===== config.mk =====
export PLATFORM = sky130hd
export DESIGN_NAME = bcd_field_counter
export DESIGN_NICKNAME = d
export VERILOG_FILES = /design/src/rtl/cal_pkg.sv /design/src/rtl/bcd_digit_step.sv /design/src/rtl/bcd_field_counter.sv
export SDC_FILE = /design/constraint.sdc
export NUM_CORES = 1
export LEC_CHECK = 0
export CORE_UTILIZATION = 39
export DETAILED_ROUTE_END_ITERATION = 7
export GPL_TIMING_DRIVEN = 0
export PLACE_DENSITY = 0.83
export SYNTH_ARGS = -nofsm -noshare
export SYNTH_HDL_FRONTEND = slang
export SYNTH_SLANG_ARGS = --single-unit
export TNS_END_PERCENT = 20

===== constraint.sdc =====
create_clock -name clk -period 2.98 [get_ports clk]
set_clock_uncertainty 0.05 [all_clocks]
set_input_delay 0.596 -clock clk [delete_from_list [all_inputs] [get_ports clk]]
set_output_delay 0.596 -clock clk [all_outputs]
set_load 0.005 [all_outputs]

===== src/rtl/cal_pkg.sv =====
// Shared definitions for the BCD calendar/clock field counters.
// Contents:
//   BCD_W, BCD_MAX_W  digit width and widest supported field (8 digits)
//   bcd_digit_t       one BCD digit
//   SEC_MAX, HOUR_MAX, MONTH_MAX, DAY_MIN  common field limits
//   bcd_valid()       1 when every digit of a (zero-extended) field is <= 9
package cal_pkg;

  localparam int BCD_W     = 4;
  localparam int BCD_MAX_W = 32;

  typedef logic [BCD_W-1:0] bcd_digit_t;

  localparam logic [7:0] SEC_MAX   = 8'h59;
  localparam logic [7:0] HOUR_MAX  = 8'h23;
  localparam logic [7:0] MONTH_MAX = 8'h12;
  localparam logic [7:0] DAY_MIN   = 8'h01;

  // Narrower fields are zero-extended; leading zero digits are always valid.
  function automatic logic bcd_valid(input logic [BCD_MAX_W-1:0] v);
    logic ok;
    ok = 1'b1;
    for (int i = 0; i < BCD_MAX_W / BCD_W; i++) begin
      if (v[i*BCD_W +: BCD_W] > 4'd9) begin
        ok = 1'b0;
      end else begin
        ok = ok;
      end
    end
    return ok;
  endfunction

endpackage


===== src/rtl/bcd_digit_step.sv =====
// One BCD digit of the ripple increment/decrement chain.
// Ports:
//   digit in  4  current digit
//   ci    in  1  step request from the lower digit (1 for the lowest digit)
//   dir   in  1  0 = count up, 1 = count down
//   nxt   out 4  stepped digit
//   co    out 1  carry (up, 9 -> 0) or borrow (down, 0 -> 9) into the next digit
module bcd_digit_step
  import cal_pkg::*;
(
  input  bcd_digit_t digit,
  input  logic       ci,
  input  logic       dir,
  output bcd_digit_t nxt,
  output logic       co
);

  // Digit step with wrap at the BCD boundaries.
  always_comb begin
    nxt = digit;
    co  = 1'b0;
    if (ci) begin
      if (dir) begin
        if (digit == 4'd0) begin
          nxt = 4'd9;
          co  = 1'b1;
        end else begin
          nxt = digit - 4'd1;
          co  = 1'b0;
        end
      end else begin
        // >= also folds illegal codes back to 0 rather than counting into A-F
        if (digit >= 4'd9) begin
          nxt = 4'd0;
          co  = 1'b1;
        end else begin
          nxt = digit + 4'd1;
          co  = 1'b0;
        end
      end
    end else begin
      nxt = digit;
      co  = 1'b0;
    end
  end

endmodule


===== src/rtl/bcd_field_counter.sv =====
// BCD calendar/clock field counter (sec/min/hour/day/month/year).
// Wraps MAX -> MIN, parallel load with validation, databus gating and a
// same-cycle carry for cascading into the next field.
// Optional build macro BCD_FIELD_DOWN_EN adds the 'down' port (count down,
// MIN -> max_eff wrap with borrow on carry).
// Ports:
//   clk      in  1  clock, rising edge
//   clear    in  1  synchronous reset, active-high
//   tick     in  1  advance strobe
//   down     in  1  (BCD_FIELD_DOWN_EN only) count direction, 1 = down
//   load     in  1  parallel load strobe
//   data     in  W  BCD load value
//   max_in   in  W  dynamic terminal value, used when DYN_MAX=1
//   enable   in  1  databus output enable
//   value    out W  current count (registered)
//   databus  out W  value when enable=1, else zero
//   carry    out 1  combinational wrap indication
//   load_err out 1  registered pulse for a rejected load
module bcd_field_counter
  import cal_pkg::*;
#(
  parameter int                  DIGITS  = 2,
  parameter logic [4*DIGITS-1:0] MIN     = 8'h00,
  parameter logic [4*DIGITS-1:0] MAX     = 8'h59,
  parameter int                  DYN_MAX = 0
) (
  input  logic                clk,
  input  logic                clear,
  input  logic                tick,
`ifdef BCD_FIELD_DOWN_EN
  input  logic                down,
`endif
  input  logic                load,
  input  logic [4*DIGITS-1:0] data,
  input  logic [4*DIGITS-1:0] max_in,
  input  logic                enable,
  output logic [4*DIGITS-1:0] value,
  output logic [4*DIGITS-1:0] databus,
  output logic                carry,
  output logic                load_err
);

  localparam int W = 4 * DIGITS;

  logic [W-1:0]    min_s;
  logic [W-1:0]    max_eff_s;
  logic [W-1:0]    ripple_s;
  logic [DIGITS:0] chain_s;
  logic            dir_s;
  logic            at_term_s;
  logic [W-1:0]    step_s;
  logic            load_ok_s;

  assign min_s     = MIN;
  assign max_eff_s = (DYN_MAX != 0) ? max_in : MAX;

`ifdef BCD_FIELD_DOWN_EN
  assign dir_s = down;
`else
  assign dir_s = 1'b0;
`endif

  assign chain_s[0] = 1'b1;

  genvar g;
  generate
    for (g = 0; g < DIGITS; g++) begin : g_digit
      bcd_digit_step u_step (
        .digit (value[g*BCD_W +: BCD_W]),
        .ci    (chain_s[g]),
        .dir   (dir_s),
        .nxt   (ripple_s[g*BCD_W +: BCD_W]),
        .co    (chain_s[g+1])
      );
    end
  endgenerate

  // Terminal detection and the value a tick would produce.
  // Using >= / <= (not ==) also wraps a value left outside a shrunken
  // max_in, e.g. day 31 when the month changes to February. An all-nines
  // field cannot step further up, so a ripple carry-out also wraps.
  always_comb begin
    if (dir_s) begin
      at_term_s = (value <= min_s);
      step_s    = at_term_s ? max_eff_s : ripple_s;
    end else begin
      at_term_s = (value >= max_eff_s) | chain_s[DIGITS];
      step_s    = at_term_s ? min_s : ripple_s;
    end
  end

  assign load_ok_s = bcd_valid(32'(data)) && (data >= min_s) && (data <= max_eff_s);

  assign carry   = tick & ~load & ~clear & at_term_s;
  assign databus = {W{enable}} & value;

  // Field register: clear > load > tick > hold.
  always_ff @(posedge clk) begin
    if (clear) begin
      value    <= MIN;
      load_err <= 1'b0;
    end else if (load) begin
      if (load_ok_s) begin
        value    <= data;
        load_err <= 1'b0;
      end else begin
        value    <= value;
        load_err <= 1'b1;
      end
    end else if (tick) begin
      value    <= step_s;
      load_err <= 1'b0;
    end else begin
      value    <= value;
      load_err <= 1'b0;
    end
  end

endmodule


==> flow_summary.ini <==
[pwr]
pwr-share-clk_pct = 30.3
power_report.internal_total_w = 0.000231
comb_power_share_pct = 28.1
switching_share_pct = 29.9
p_switching_w = 0.0000985
power_density_nw_per_um2 = 326
seqPwrFrac_pct = 41.6
vdd_drop_max_mv = 0.239
p_leak_nw = 0.398

[sta]
finalHoldViolations = 0
worstMarginPinSlew_ns = 0.567
tns_ns = 0
min_period_ns = 2.83
drv_slew = 0
fmax_ghz = 0.353
relSlewSlack_pct = 62.0
finalSetupViolations = 0
rsz0062_at_grt = no
fin_crit_sh_pct = 95.1

[clock_network]
cts_resized = 0
cts_buffers = 3
cts_root_buffer = clkbuf_4
htree_levels = 1
cts_tree = done
ctsHoldBuffers = 0
path_clk_slew_ns = 0.06
cts_buffer_depth = 2
cts_sinks = 9
post_cts_buffers = 0
clkLatencyLatePin_ns = 0.27

[drt]
routed_wl_um = 1760
drtIter0Drc = 17
dr_total_vias = 724
dr.pass1.iters = 5
viasPerCell = 5.84
drt-wirelength-per-cell_um = 14.2
ant_nets = 0
drc = 0

[critical_path]
startpoint = load
arrival_ns = 2.19
cp_slowest_stage_delay_ns = 0.53
critPathMaxFanout = 5
crit_type = in2out
worstPathRequired_ns = 2.33
endpoint_kind = primary output
cp_cell_sequence = clkdlybuf4s50_1 -> nor2b_1 -> nor3b_1 -> clkdlybuf4s50_1
path_common_cell = clkdlybuf4s50_1
startpoint_type = input port
cp_slowest_cell = clkdlybuf4s50_1
rr_startpoint = value[1]$_SDFFE_PP0P_

[cells_and_area]
syn2layout_area_growth_pct = 52.2
final_area_um2 = 1010
diodes = 0
drive_gt1_share_pct = 9.26
final_nets = 136
n_fill_cell = 142

[synthesis]
synth_cell_types = 32
synth.area.top_cells = dfxtp_1, ha_1, and2_1
yosysSeqAreaShare_pct = 27.1
syn-num-nets = 101
yosysTopAreaCell = dfxtp_1
yosysWarningCount = 0
async_flop_share_pct = 0
synthFlopType = dfxtp_1
syn_area_um2 = 664
syn_area_per_cell_um2 = 8.98
syn_inst = 74
netlist_top_cells_count = and2_1, dfxtp_1, inv_1
ys_seq_elements = 9
synth_edf_count = 0
synth_top_area_share_pct = 27.1

[grt]
antenna_found_initial = 0
grt_max_degree = 11
grt_usage_pct = 20.6
grt_pass1_vias = 647
overflow = 0
grt_pass1_wl_um = 2830

[worst_hold_path]
min_path_type = reg2reg
hold_start = value[6]$_SDFFE_PP0P_

[floorplanning]
coreArea_um2 = 1540
die_w_um = 43.3
die_y_um = 43.3
initial_core_util_pct = 43.1
ios = 39
dieArea_um2 = 1870
rows = 14

[placement]
dpl_cell_area_um2 = 985
io_buffer_count = 30
place.gp.congestion = 0.842
hpwl_um = 1340

[flow_run]
drv_cap = 0

[run_status]
status = complete, no violations
## logic make-up (layout without fill, tap and decap cells)
family	count (synthesis)	count (layout)	share of synthesized area, %
simple gates	23	23	23.5
fa+ha+maj	6	6	11.3
buf+inv	9	43	5.27
flops	9	9	27.1
compound gates	27	27	32.8
## worst max-delay path: cells and delay by family
kind	cells	cell delay (ns)
AND/OR/NAND/NOR	2	0.58
buffers and inverters	2	1.02
## final timing paths
kind                                end  slack (ns)  cells after the start
setup / recovery                  carry        0.15                      4
hold / removal    value[6]$_SDFFE_PP0P_        0.52                      2
setup reg to reg  value[4]$_SDFFE_PP0P_        1.09                      6
hold reg to reg   value[6]$_SDFFE_PP0P_        0.52                      2
## cells in the final DEF, fill, tap and decap left out, types with 3 or more instances in the layout
cell type	instances
and2_1	9
inv_1	7
clkbuf_4	3
ha_1	6
a21oi_1	5
dfxtp_1	9
clkdlybuf4s50_1	30
a211oi_1	5
## state kept, by name (all words and copies together), names as in the netlist
| register | cells |
|---|---|
| load_err | 1 |
| value | 8 |
## stage by stage
stage	util [%]	total power [W]	instances	setup slack [ns]	hold WS, ns
6_report	65.6	0.000329	124	0.146	0.522
5_1_grt	65.6	0.000345	124	0.0485	0.546
4_1_cts	65.6	0.000331	124	0.123	0.514
3_5_place_dp	63.9	0.000231	120	0.124	0.508
3_3_place_gp	63.9	0.000229	120	0.148	0.481
2_1_floorplan	-	0.000183	74	1.11	0.458
## layout make-up
type                       instances  area, µm²  share of cell area, %
multi-input combinational         56        449                   44.4
timing repair buffer              30        300                   29.7
sequential                         9        180                   17.8
clock buffer                       4       26.3                   2.60
inverter                           7       26.3                   2.60
tap                               16       20.0                   1.98
buffer                             2       8.76                  0.866
## power by group through the flow
stage	logic [W]	registers, W	clock network (W)
floorplan	0.0000449	0.000138	0
global placement	0.0000902	0.000139	0
detailed placement	0.0000918	0.000140	0
CTS	0.0000924	0.000137	0.000102
global route	0.000101	0.000138	0.000106
finish	0.0000924	0.000137	0.0000999
## layer usage
| layer | vias to the layer above | part of all wire (%) | GRT usage [%] |
|---|---|---|---|
| li1 | 352 | - | - |
| met3 | 6 | 4.8 | 2.55 |
| met1 | 339 | 46 | 26.2 |
| met4 | 0 | 3.0 | 14.5 |
| met2 | 27 | 46 | 31.6 |
| met5 | - | 0 | 0 |
(Power assumes the default switching activity.)
